[config.mk]
export PLATFORM = sky130hd
export DESIGN_NAME = twos_frame_accumulator
export DESIGN_NICKNAME = d
export VERILOG_FILES = /design/src/rtl/twos_frame_accumulator_pkg.sv /design/src/rtl/twos_frame_accumulator_frame_minmax.sv /design/src/rtl/twos_frame_accumulator.sv
export SDC_FILE = /design/constraint.sdc
export NUM_CORES = 1
export LEC_CHECK = 0
export ABC_AREA = 1
export BUFFER_PORTS_ARGS = -buffer_cell sky130_fd_sc_hd__buf_4
export CAP_MARGIN = 20
export CORE_MARGIN = 3
export CORE_UTILIZATION = 45
export CTS_CLUSTER_DIAMETER = 30
export DETAILED_ROUTE_END_ITERATION = 6
export PLACE_DENSITY = 0.74
export REMOVE_ABC_BUFFERS = 1
export SYNTH_ARGS = -nofsm -noshare
export SYNTH_HDL_FRONTEND = slang
export SYNTH_SLANG_ARGS = --single-unit
[constraint.sdc]
create_clock -name clock -period 3.05 [get_ports clock]
set_clock_uncertainty 0.1 [all_clocks]
set_input_delay 0 -clock clock [delete_from_list [all_inputs] [get_ports clock]]
set_output_delay 0 -clock clock [all_outputs]
set_load 0.01 [all_outputs]
[src/rtl/twos_frame_accumulator_pkg.sv]
// Shared types and width helpers for the frame accumulator block.
// Provides the two-state FSM encoding and a constant ceil(log2) function.
package twos_frame_accumulator_pkg;

  localparam int DATA_W = 9;

  typedef enum logic {
    ACC = 1'b0,
    OUT = 1'b1
  } state_t;

  // Returns ceil(log2(value)); clog2(1) = 0. Usable in constant expressions.
  function automatic int clog2(input int value);
    int result;
    result = 0;
    for (int i = 0; i < 31; i++) begin
      if ((1 << i) < value) result = i + 1;
    end
    return result;
  endfunction

endpackage

[src/rtl/twos_frame_accumulator_frame_minmax.sv]
// Registered signed min/max tracker: load seeds both extremes with the first
// sample, update widens them, clear returns both to zero.
module frame_minmax
  import twos_frame_accumulator_pkg::*;
(
  input  logic              clock,
  input  logic              reset,
  input  logic              i_load,
  input  logic              i_update,
  input  logic              i_clear,
  input  logic [DATA_W-1:0] i_data,
  output logic [DATA_W-1:0] o_min,
  output logic [DATA_W-1:0] o_max
);

  logic signed [DATA_W-1:0] r_min;
  logic signed [DATA_W-1:0] r_max;
  logic signed [DATA_W-1:0] w_data;

  assign w_data = $signed(i_data);

  // NOTE: state registers use non-blocking assignments so every flop samples
  // pre-edge values regardless of block ordering.
  always_ff @(posedge clock) begin
    if (!reset || i_clear) begin
      r_min <= '0;
      r_max <= '0;
    end else if (i_load) begin
      r_min <= w_data;
      r_max <= w_data;
    end else if (i_update) begin
      if (w_data < r_min) r_min <= w_data;
      if (w_data > r_max) r_max <= w_data;
    end
  end

  assign o_min = r_min;
  assign o_max = r_max;

endmodule

[src/rtl/twos_frame_accumulator.sv]
// Collects signed 9-bit samples into frames of up to FRAME_LEN and presents
// sum/count/min/max through a valid/ready result port; io_flush closes early.
module twos_frame_accumulator
  import twos_frame_accumulator_pkg::*;
#(
  parameter  int FRAME_LEN = 8,
  localparam int CNT_W     = clog2(FRAME_LEN + 1),
  localparam int SUM_W     = 9 + clog2(FRAME_LEN)
) (
  input  logic              clock,
  input  logic              reset,
  input  logic              io_in_valid,
  output logic              io_in_ready,
  input  logic [DATA_W-1:0] io_in_data,
  input  logic              io_flush,
  output logic              io_out_valid,
  input  logic              io_out_ready,
  output logic [SUM_W-1:0]  io_out_sum,
  output logic [CNT_W-1:0]  io_out_count,
  output logic [DATA_W-1:0] io_out_min,
  output logic [DATA_W-1:0] io_out_max
);

  state_t              r_state;
  state_t              w_state_next;
  logic [SUM_W-1:0]    r_sum;
  logic [CNT_W-1:0]    r_count;

  logic                w_in_acc;
  logic                w_accept;
  logic                w_close;
  logic                w_release;
  logic [SUM_W-1:0]    w_sample_ext;
  logic [CNT_W-1:0]    w_count_inc;
  logic [DATA_W-1:0]   w_min;
  logic [DATA_W-1:0]   w_max;

  assign w_in_acc     = (r_state == ACC);
  assign w_accept     = io_in_valid && w_in_acc;
  assign w_sample_ext = {{(SUM_W - DATA_W){io_in_data[DATA_W-1]}}, io_in_data};
  assign w_count_inc  = r_count + CNT_W'(1);

  // A flush closes the frame only if it holds a sample, counting one accepted
  // in the same cycle.
  assign w_close   = w_in_acc &&
                     ((w_accept && (w_count_inc == CNT_W'(FRAME_LEN))) ||
                      (io_flush && ((r_count != '0) || w_accept)));
  assign w_release = (r_state == OUT) && io_out_ready;

  always_ff @(posedge clock) begin
    if (!reset) r_state <= ACC;
    else        r_state <= w_state_next;
  end

  // NOTE: default assignment first so no path leaves w_state_next unassigned,
  // which would otherwise infer a latch.
  always_comb begin
    w_state_next = r_state;
    case (r_state)
      ACC:     if (w_close)      w_state_next = OUT;
      OUT:     if (io_out_ready) w_state_next = ACC;
      default:                   w_state_next = ACC;
    endcase
  end

  // The accumulators themselves hold the result in OUT: nothing is accepted
  // there, so they stay frozen until the result is taken.
  always_ff @(posedge clock) begin
    if (!reset || w_release) begin
      r_sum   <= '0;
      r_count <= '0;
    end else if (w_accept) begin
      r_sum   <= r_sum + w_sample_ext;
      r_count <= w_count_inc;
    end
  end

  frame_minmax u_minmax (
    .clock    (clock),
    .reset    (reset),
    .i_load   (w_accept && (r_count == '0)),
    .i_update (w_accept && (r_count != '0)),
    .i_clear  (w_release),
    .i_data   (io_in_data),
    .o_min    (w_min),
    .o_max    (w_max)
  );

  always_comb begin
    io_in_ready  = w_in_acc;
    io_out_valid = !w_in_acc;
    io_out_sum   = '0;
    io_out_count = '0;
    io_out_min   = '0;
    io_out_max   = '0;
    if (r_state == OUT) begin
      io_out_sum   = r_sum;
      io_out_count = r_count;
      io_out_min   = w_min;
      io_out_max   = w_max;
    end
  end

endmodule

# ---- Word level (Yosys, flattened, before mapping)
# Cells that the tools add are included.
dict set report classes {
  n_addsub 2
  n_mul 0
  div 0
  order_cmp 2
  eq_ne 1
  n_shift 0
  muxes 13
  n_bitwise 1
  n_reduce_logical 18
}
# cell n
set op_table {}
lappend op_table {{$mux W9} 8}
lappend op_table {{$add A12 B12 Y12} 1}
lappend op_table {{$mux W12} 1}
lappend op_table {{$gt A9 B9 Y1} 1}
lappend op_table {{$lt A9 B9 Y1} 1}
lappend op_table {{$logic_and A1 B1 Y1} 7}
lappend op_table {{$reduce_bool A2 Y1} 3}
lappend op_table {{$add A4 B1 Y4 const B} 1}
lappend op_table {{$eq A4 B4 Y1 const B} 1}
lappend op_table {{$logic_not A4 Y1} 1}
lappend op_table {{$mux W4} 1}
lappend op_table {{$reduce_and A2 Y1} 2}
lappend op_table {{$reduce_bool A4 Y1} 1}
lappend op_table {{$logic_or A1 B1 Y1} 3}
lappend op_table {{$mux W1} 2}
lappend op_table {{$pmux W1 S2} 1}
lappend op_table {{$logic_not A1 Y1} 1}
lappend op_table {{$not A1 Y1} 1}
dict set report totals {
  register_bits 35
  latch_bits 0
  mem_bits_rw 0
  rom_bits 0
  inputBits 14
  out_inout_bits 36
  mem_count 0
}

# ---- Depth between registers and ports, before layout
# Gate-level depths: netlist (run 1).
dict set report depth {
  ltp_word 8
  mapped_depth 14
  ltp_nobuf 13
}

# ---- By module
# Synthesis (run 1) repeated with hierarchy kept, for this count alone.
dict set report hier_totals {
  cells_unflattened 504
  area_unflattened_um2 3017.9
}
# mod instances cells_each area_per_inst_um2 seq_area_each_um2
set by_module_without_submodules {}
lappend by_module_without_submodules {twos_frame_accumulator 1 293 1654.1 340.3}
lappend by_module_without_submodules {frame_minmax 1 211 1363.8 360.3}

# ---- Worst setup path after synthesis (run 1)
# OpenSTA, ideal clock, no wires.
dict set report synth_timing {
  kind {reg2reg}
  start {register u_minmax.r_min[8], in the netlist u_minmax.o_min[8]}
  end {register u_minmax.r_min[6], in the netlist u_minmax.o_min[6]}
  arrival_ns 1.555
  required_ns 2.835
  slack_ns 1.280
  stages_incl_launch_ff 12
  cell_sequence {dfxtp_1 > inv_1 > ha_1 > nand2_1 > inv_1 > a21oi_1 > nand3_1 > nand2_1 > nand3_4 > buf_6 > a21oi_1 > nor2_1}
}
dict set report synth_via {
  elab_chain_cells 3
}
# item line_no
set synth_rtl {}
lappend synth_rtl {{start: declaration} twos_frame_accumulator_frame_minmax.sv:16} ;# logic signed [DATA_W-1:0] r_min;
lappend synth_rtl {{start signal: assignment} twos_frame_accumulator_frame_minmax.sv:29} ;# r_min <= w_data;
lappend synth_rtl {{start signal: assignment} twos_frame_accumulator_frame_minmax.sv:32} ;# if (w_data < r_min) r_min <= w_data;
lappend synth_rtl {{$lt A9 B9 Y1} twos_frame_accumulator_frame_minmax.sv:32}
lappend synth_rtl {{$reduce_bool A2 Y1 (no line)} n/a}
lappend synth_rtl {{$reduce_and A2 Y1 (no line)} n/a}
# Every way passes these cells.
# A chain may end at the register's enable or synchronous reset.

# ---- Worst setup path in the final report (run 1)
dict set report layout_timing {
  start {register r_state, in the netlist io_out_valid}
  end {register r_state, in the netlist io_out_valid}
}
dict set report layout_via {
  elab_chain_cells 8
  elab_cells_between_ends 9
  cone_classes {2 x mux; 1 x bitwise; 6 x reduce/logical}
}
# item line_no
set layout_rtl {}
lappend layout_rtl {{start: declaration} twos_frame_accumulator.sv:24} ;# state_t r_state;
lappend layout_rtl {{start signal: assignment} twos_frame_accumulator.sv:52} ;# else r_state <= w_state_next;
lappend layout_rtl {{$not A1 Y1} {twos_frame_accumulator.sv:38, twos_frame_accumulator.sv:59}}
lappend layout_rtl {{$logic_and A1 B1 Y1} twos_frame_accumulator.sv:39} ;# assign w_accept = io_in_valid && w_in_acc;
lappend layout_rtl {{$logic_or A1 B1 Y1} twos_frame_accumulator.sv:47} ;# (io_flush && ((r_count != '0) || w_accept)));
lappend layout_rtl {{$logic_and A1 B1 Y1} twos_frame_accumulator.sv:47}
lappend layout_rtl {{$logic_or A1 B1 Y1} twos_frame_accumulator.sv:46} ;# ((w_accept && (w_count_inc == CNT_W'(FRAME_LEN))) ||
lappend layout_rtl {{$logic_and A1 B1 Y1} twos_frame_accumulator.sv:45} ;# assign w_close = w_in_acc &&
lappend layout_rtl {{$mux W1} twos_frame_accumulator.sv:60} ;# ACC: if (w_close) w_state_next = OUT;
lappend layout_rtl {{$pmux W1 S2 *} twos_frame_accumulator.sv:59} ;# case (r_state)
# Mark *: on every way between the ends. The rest lies on a longest branch, timed or not.

==> results.md, run 1 <==
* CP required at 3.16 ns
* Dpl hpwl at 4960 um
* # diodes at 0
* RePlAce Congestion at 0.831
* Setup Viol. Count Final at 0
* NumNets Final at 545
* Final setup margin at 0.814 ns
* Asr flop ratio synth at 0%
* Clock Path Buffers at 2
* Fillers at around 600
* Synth area leader: dfxtp_1
* Core Box Area at 5990 um^2
* Slowest stage cell, crit path: inv_2
* Synth area leaders: dfxtp_1 25%, nand2_1 15%, ha_1 14%
* Synth cell count leaders: 115 x nand2_1, 97 x inv_1, 42 x nor2_1
* DR pass1 iterations at 4
* Via count at 2,797
* Power Density at roughly 470 nW/um^2
* Clock sink count at 35
* Latest clock arrival within the worst-skew pair at 0.29 ns
* Die Span Y at 85.3 um
* RSZ-0062 raised after global routing: false
* Final slew viol count at 0
* CP delay by family, top: buffers and inverters
* CTS tree: yes
* Ports at 50
* Post-route ant nets at 0
* Primary FF master, synth: dfxtp_1
* FMAX at 447 MHz
* Final hold slack at 0.00730 ns
* R2R setup slack at 0.81 ns
* Met2 Resource Use GR at roughly a third
* Met3 GRT Util at 2.91%
* Share of cells above drive strength 1 at 14.0%
* Pin count of the biggest net entering global routing at 58
* Initial antenna violation count at 0
* Crit. End Element: register
* Status: finished clean
* GRT Util Overall at between 10% and 20%
* Num CTS Buffers at 5
* Crit-path max FO at 57
* Synth Instances at 452
* CTS H-Tree Depth at 2
* Synth Warn # at 0
* Post-synth EDFFs at 0
* Crit-path cells: inv_1 > nand2_1 > inv_2 > nand3_1 > nand3b_1 > a31oi_1
* Layout overhead on the synthesized area at 19.0%
* Die extent in x at 85.3 um
* Avg WL per Cell at 11.8 um
* Maxcap violations at 0
* DRT iter0 DRCs at around 180
* Peak supply drop at 222 uV
* CTS clk-pin slew, worst paths at 0.07 ns
* Post-Syn Area at approximately 2800 um^2
* Max-slew headroom at 37.7%
* Leak at 2.02 nW
* M1 GR Usage at 24.6%
* I/O Buffers at between 40 and 50
* Final Hold Vio Count at 0
* Row count at 28
* Post-layout util at 56.2%
* Register area share after synthesis at between 20% and 30%
* Dpl ws at 0.869 ns
* Vias in the first global route at around 2,500
* Most common cell in the netlist: nand2_1
* Gr ovfl total at 0
* Initial Util at 47.2%
* Die ar. at 7280 um^2
* Register area at 701 um^2
* Post-CTS Setup Inserts at 0
* Post-DP Area at 3200 um^2
* First-pass GRT wire length at 11,300 um
* Final min period at 2.24 ns
* GRT busiest layer: met2
* Least-Margin Pin Slew at 0.933 ns
* CTS resizes at 0
* Final Cycle Share at around three quarters
* DRC viols at 0
* Yosys top cell area share at 24.8%
* CP arrival at 2.35 ns
* Vias per std cell at 4.86
* Kind of critical path: reg2reg
* Drt total wl at 6770 um
* Post-route cell area at around 3400 um^2
* Syn avg cell area at 6.26 um^2
* Critical path launch point type: register
* Hold Crit Class: in2reg
* Synth unique cells at 31
* Slowest stage delay, CP at between 0.7 and 0.8 ns
* Root Buffer: clkbuf_8
* Area of the multi-input gates at 1660 um^2
* Setup TNS at 0 ns
* Crit path buf inv count at 2
* Number of synthesized register bits at 35
-- routing by layer --
| metal | vias to the layer above | wire (um) |
|---|---|---|
| li1 | 1488 | - |
| met1 | 1245 | 3120 |
| met2 | 53 | 3170 |
| met3 | 11 | 344 |
| met4 | 0 | 131 |
| met5 | - | 0 |
-- worst reg2reg max path: stages, from the launching register on --
cell and delay [ns]:
dfxtp_1 0.39, inv_1 0.13, nand2_1 0.23, inv_2 0.75, nand3_1 0.19, nand3b_1 0.21, a31oi_1 0.15
-- cells in the final DEF (no fill, tap or decap), types with 6 or more instances in the layout --
master    synthesis  routed
o21ai_0          15      15
dfxtp_1          35      35
nand2_1         115     115
inv_1            97      97
nand3_1          32      32
clkbuf_8          1       6
buf_4             3      50
nor2_1           42      42
ha_1             31      31
a21oi_1          36      36
-- report_power, final --
part           switching [mW]  internal [mW]
Combinational           0.350          0.219
Sequential             0.0549          0.514
Clock                   0.181          0.265
-- what timing repair did --
item / in CTS / in global routing
endpoints found under the setup margin: 0 / 0
hold buffers: 5 / 0
endpoints found under the hold margin: 8 / 0
-- worst paths after layout --
kind | from | end | cells after the start
setup / recovery | io_out_valid | io_out_valid | 6
hold / removal | io_out_ready | r_count[3] | 4
setup reg to reg | io_out_valid | io_out_valid | 6
hold reg to reg | r_sum[11] | r_sum[11] | 2
-- registers in the layout (all words and copies together), names as in the netlist --
name and count:
u_minmax.o_min 9, r_sum 12, io_out_valid 1, r_count 4
u_minmax.o_max 9
-- final cells by class --
| cell class | instances | area share, % |
|---|---|---|
| Sequential cell | 35 | 20.8 |
| Multi-Input combinational cell | 303 | 49.3 |
| Clock buffer | 6 | 2.45 |
| Inverter | 99 | 11.0 |
| Tap cell | 75 | 2.79 |
| Clock inverter | 2 | 1.04 |
| Timing Repair Buffer | 55 | 12.6 |
-- metrics by stage --
stage / power (mW) / std cells
after floorplan: 0.972 / 437
after global placement: 1.12 / 562
after detailed placement: 1.14 / 562
after CTS: 1.59 / 575
after global routing: 1.71 / 575
final: 1.58 / 575
-- logic make-up (layout without fill, tap and decap cells) --
logic type | Yosys count | count (layout) | share of synthesized area, %
AOI/OAI and AO/OA | 59 | 59 | 11.1
DFF | 35 | 35 | 24.8
and+or+nand+nor | 205 | 205 | 30.9
buffers and inverters | 114 | 162 | 16.6
xor gates and xnor gates | 7 | 7 | 2.17
adders and majority gates | 32 | 32 | 14.4
Power figures use the tool's default switching activity.
==> run 2: changes to the inputs <==
- clock period: 3.05 -> 2.35 ns (I/O delays scaled with it)
==> results.md, run 2 (same netlist as run 1, synthesis figures left out) <==
* Vias in the first global route at 2,655
* Final slew viol count at 0
* Latest clock arrival within the worst-skew pair at just under 0.3 ns
* CTS tree: yes
* Final min period at approximately 2.1 ns
* Die Span Y at 85.3 um
* CP delay by family, top: simple AND/OR/NAND/NOR gates
* Layout overhead on the synthesized area at 20.2%
* Final Hold Vio Count at 0
* Post-route ant nets at 0
* Post-route cell area at 3400 um^2
* Clock sink count at 35
* DRC viols at 0
* Power Total at just under 2 mW
* Status: finished clean
* Leak at 2.04 nW
* Via count at 2,858
* Final hold slack at 0.000413 ns
* Initial antenna violation count at 0
* Avg WL per Cell at 11.2 um
* Least-Margin Pin Slew at 0.373 ns
* CP arrival at 2.17 ns
* Register area at 701 um^2
* RSZ-0062 raised after global routing: false
* Reg-to-reg critical path startpoint: u_minmax.o_max[8]
* Root Buffer: clkbuf_8
* Share of cells above drive strength 1 at 14.7%
* Die ar. at a little over 7000 um^2
* Clock Path Buffers at 2
* NumNets Final at 550
* Crit path buf inv count at 2
* Post-layout util at 56.8%
* Max-slew headroom at 75.1%
* CTS clk-pin slew, worst paths at 0.08 ns
* Slowest stage cell, crit path: dfxtp_1
* Power Density at 583 nW/um^2
* Vias per std cell at 4.93
* Kind of critical path: reg2reg
* Peak supply drop at 371 uV
* # diodes at 0
* RePlAce Congestion at 0.862
* Post-CTS Setup Inserts at 0
* Most frequent cells in the layout: 115 x nand2_1, 97 x inv_1, 54 x buf_4, 42 x nor2_1, 36 x a21oi_1
* Gr ovfl total at 0
* DR pass1 iterations at 4
* Setup TNS at 0 ns
* Row count at 28
* Initial Util at 47.2%
* Post-DP Area at approximately 3300 um^2
* FMAX at 480 MHz
* Max reg flops at 12
* Die extent in x at 85.3 um
* Most common cell after layout, fill and taps aside: nand2_1
* GRT Util Overall at 18.8%
* Setup Viol. Count Final at 0
* Crit-path max FO at 18
* Fillers at 621
* Num CTS Buffers at 5
* Maxcap violations at 0
* HP Start: io_in_data[6]
* Crit-path cells: inv_1 > ha_1 > nand2_2 > inv_1 > a21oi_1 > nand3_1 > nand2_1 > nand3_2 > a21oi_1 > nor2_1
* Most flops, register: r_sum
* Critical path launch point type: register
* Worst Setup SP: u_minmax.o_max[8]
* Drt total wl at 6510 um
* First-pass GRT wire length at around 11,000 um
* Ports at 50
* Final Cycle Share at 88.6%
* Slowest stage delay, CP at 0.36 ns
* Crit. End Element: register
* Dpl hpwl at 4830 um
* CP required at between 2 and 2.5 ns
* Pin count of the biggest net entering global routing at 28
* I/O Buffers at 49
* Hold Crit Class: in2reg
* DRT iter0 DRCs at between 100 and 150
* CTS H-Tree Depth at 2
* Core Box Area at between 5000 and 6000 um^2
* Area of the multi-input gates at 1660 um^2
-- run 2: through the flow --
stage,cells,setup slack [ns]
4_1_cts,580,0.283
3_5_place_dp,567,0.342
5_1_grt,580,0.0363
3_3_place_gp,567,0.439
2_1_floorplan,437,0.0455
6_report,580,0.268
-- run 2: path summary, 6_finish.rpt --
check                                         end  slack, ns  depth (start not counted)
worst max-delay path            u_minmax.o_max[3]       0.27                         10
worst min-delay path            u_minmax.o_max[6]     0.0004                          5
worst max register to register  u_minmax.o_max[3]       0.27                         10
worst min register to register  u_minmax.o_min[7]       0.41                          2
-- run 2: cell type report --
cell class | instances | share of cell area, %
inverters | 99 | 10.9
clock buffers | 8 | 2.94
flip-flops and latches | 35 | 20.6
repair buffers | 60 | 14.0
multi-input cells | 303 | 48.8
well taps | 75 | 2.76
-- run 2: routing by layer --
layer	vias to the layer above	share of wire [%]	track usage, %	wire, um
li1	1494	-	-	-
met1	1299	45	22.1	2930
met5	-	0	0	0
met2	50	50	33.5	3230
met4	0	1.9	7.48	121
met3	15	3.5	3.30	230
-- run 2: worst min-delay path: stages --
cell,delay [ns]
buf_4,0.12
inv_1,0.05
nand3_1,0.07
nand2_1,0.05
nor2_1,0.07
-- run 2: timing repair --
item	4_1_cts	5_1_grt
resized for setup	0	0
endpoints found under the hold margin	5	0
hold buffers	5	0
-- run 2: where the power goes --
group	leakage, nW	internal (mW)	total (mW)	switching [mW]
Combinational	1.70	0.298	0.753	0.455
Sequential	0.289	0.668	0.730	0.0617
Clock	0.0515	0.268	0.501	0.233
Total	2.04	1.23	1.98	0.750
==> run 3: changes to the inputs <==
- CORE_MARGIN: 3 -> 2
==> results.md, run 3 (same netlist as run 1, synthesis figures left out) <==
* Most flops, register: r_sum
* Leak at ~2.0 nW
* Crit-path cells: inv_1 > ha_1 > nand2_2 > inv_1 > a21oi_1 > nand3_1 > nand2_1 > nand3_2 > a21oi_1 > nor2_1
* CP arrival at 2.10 ns
* Placed Cells at approximately 570
* Pin count of the biggest net entering global routing at 51
* Area of the multi-input gates at 1660 um^2
* Ports at 50
* R2R cell count at 10
* Status: finished clean
* FMAX at 496 MHz
* RSZ-0062 raised after global routing: false
* DRC viols at 0
* Vias per std cell at 4.86
* Die ar. at 6940 um^2
* Initial antenna violation count at 0
* Setup TNS at 0 ns
* Kind of critical path: reg2reg
* Final slew viol count at 0
* Clock sink count at 35
* Power Total at between 1.5 and 2 mW
* CTS H-Tree Depth at 2
* Gr ovfl total at 0
* CTS resizes at 0
* HP Start: io_in_data[7]
* Core Box Area at 5990 um^2
* Max reg flops at 12
* Power Density at 566 nW/um^2
* RePlAce Congestion at 0.908
* Drt total wl at 6570 um
* Peak supply drop at between 200 and 300 uV
* Num CTS Buffers at 5
* Crit-path max FO at 18
* Hold path depth at 5
* Final Hold Vio Count at 0
* Worst reg2reg endpoint: u_minmax.o_max[8]
* I/O Buffers at 49
* Die extent in x at 83.3 um
* Final min period at 2.01 ns
* CTS tree: yes
* # diodes at 0
* Clock Path Buffers at 2
* Layout overhead on the synthesized area at 20.3%
* Hold Crit Class: in2reg
* Maxcap violations at 0
* DR pass1 iterations at 4
* NumNets Final at around 550
* Avg WL per Cell at 11.3 um
* First-pass GRT wire length at 11,200 um
* Most frequent cells in the layout: 115 x nand2_1, 97 x inv_1, 53 x buf_4, 42 x nor2_1, 36 x a21oi_1
* R2R setup slack at 0.34 ns
* Fillers at 600
* Final Cycle Share at 85.7%
* Dpl hpwl at between 4000 and 5000 um
* CP required at 2.44 ns
* Initial Util at 47.2%
* CTS clk-pin slew, worst paths at 0.07 ns
* Via count at 2,828
* Share of cells above drive strength 1 at 14.2%
* Fin cells at 582
* Root Buffer: clkbuf_8
* Vias in the first global route at 2,574
* Worst hold endpoint: u_minmax.o_min[7]
* Least-Margin Pin Slew at roughly 0.36 ns
* DRT iter0 DRCs at 87
* Register area at roughly 700 um^2
* Critical path launch point type: register
* Setup Viol. Count Final at 0
* Crit. End Element: register
* Max-slew headroom at 75.9%
* Die Span Y at 83.3 um
* Post-route ant nets at 0
* Reg-to-reg critical path startpoint: u_minmax.o_max[8]
* GRT Util Overall at 19.3%
* Row count at 28
* Slowest stage delay, CP at 0.36 ns
* Most common cell after layout, fill and taps aside: nand2_1
* Latest clock arrival within the worst-skew pair at 0.29 ns
* Slowest stage cell, crit path: dfxtp_1
[run 3: cell types whose count changed in the layout (fill, tap and decap cells not counted)]
cell,delta
dlygate4sd3_1,+3
buf_4,-1
clkbuf_1,+1
clkbuf_8,-2
clkinv_2,+1
[run 3: worst max-delay path, delay by kind of cell, from the launching register on]
kind / cells / cell delay, ns
compound gates: 2 / 0.42
buf+inv: 2 / 0.10
fa+ha+maj: 1 / 0.31
simple gates: 5 / 0.62
flops: 1 / 0.36
[run 3: what timing repair did]
action,4_1_cts,5_1_grt
setup buffers,0,0
hold endpoints to repair,10,0
hold buffers,8,0
[run 3: routing by layer]
metal / track usage, % / wire length [um] / part of all wire (%) / up-vias
li1: - / - / - / 1501
met1: 22.7 / 3020 / 46 / 1267
met2: 34.8 / 3220 / 49 / 47
met3: 3.08 / 197 / 3.0 / 13
met4: 7.30 / 142 / 2.2 / 0
met5: 0 / 0 / 0 / -
[run 3: where the power goes]
| group | internal, mW | switching, mW | leakage, nW |
|---|---|---|---|
| registers | 0.668 | 0.0639 | 0.289 |
| clock network | 0.208 | 0.232 | 0.0422 |
| logic | 0.300 | 0.453 | 1.70 |
[run 3: cell type report]
class	instances	area share [%]
Multi-Input combinational cell	303	48.7
Sequential cell	35	20.6
Timing Repair Buffer	62	14.6
Inverter	99	10.9
Tap cell	75	2.76
Clock buffer	7	2.24
Clock inverter	1	0.147
[run 3: metrics by stage]
stage	hold slack [ns]	utilization [%]	setup WS [ns]	area [um^2]
detailed placement	0.231	54.1	0.336	3240
finish	0.0108	56.8	0.336	3400
CTS	0.00644	56.8	0.317	3400
global route	0.0360	56.8	0.126	3400
global placement	0.209	54.1	0.439	3240
floorplan	0.0800	-	0.0455	2730
[run 3: worst max path at each step]
stage / cells after the start / from / endpoint / slack (ns)
final: 10 / u_minmax.o_max[8] / u_minmax.o_max[8] / 0.34
after global routing: 10 / u_minmax.o_max[7] / u_minmax.o_max[6] / 0.13
after CTS: 10 / u_minmax.o_max[7] / u_minmax.o_max[7] / 0.32
after detailed placement: 10 / u_minmax.o_max[7] / u_minmax.o_max[7] / 0.34
after global placement: 9 / u_minmax.o_max[4] / u_minmax.o_max[8] / 0.44
after floorplan: 6 / io_out_valid / io_out_valid / 0.05
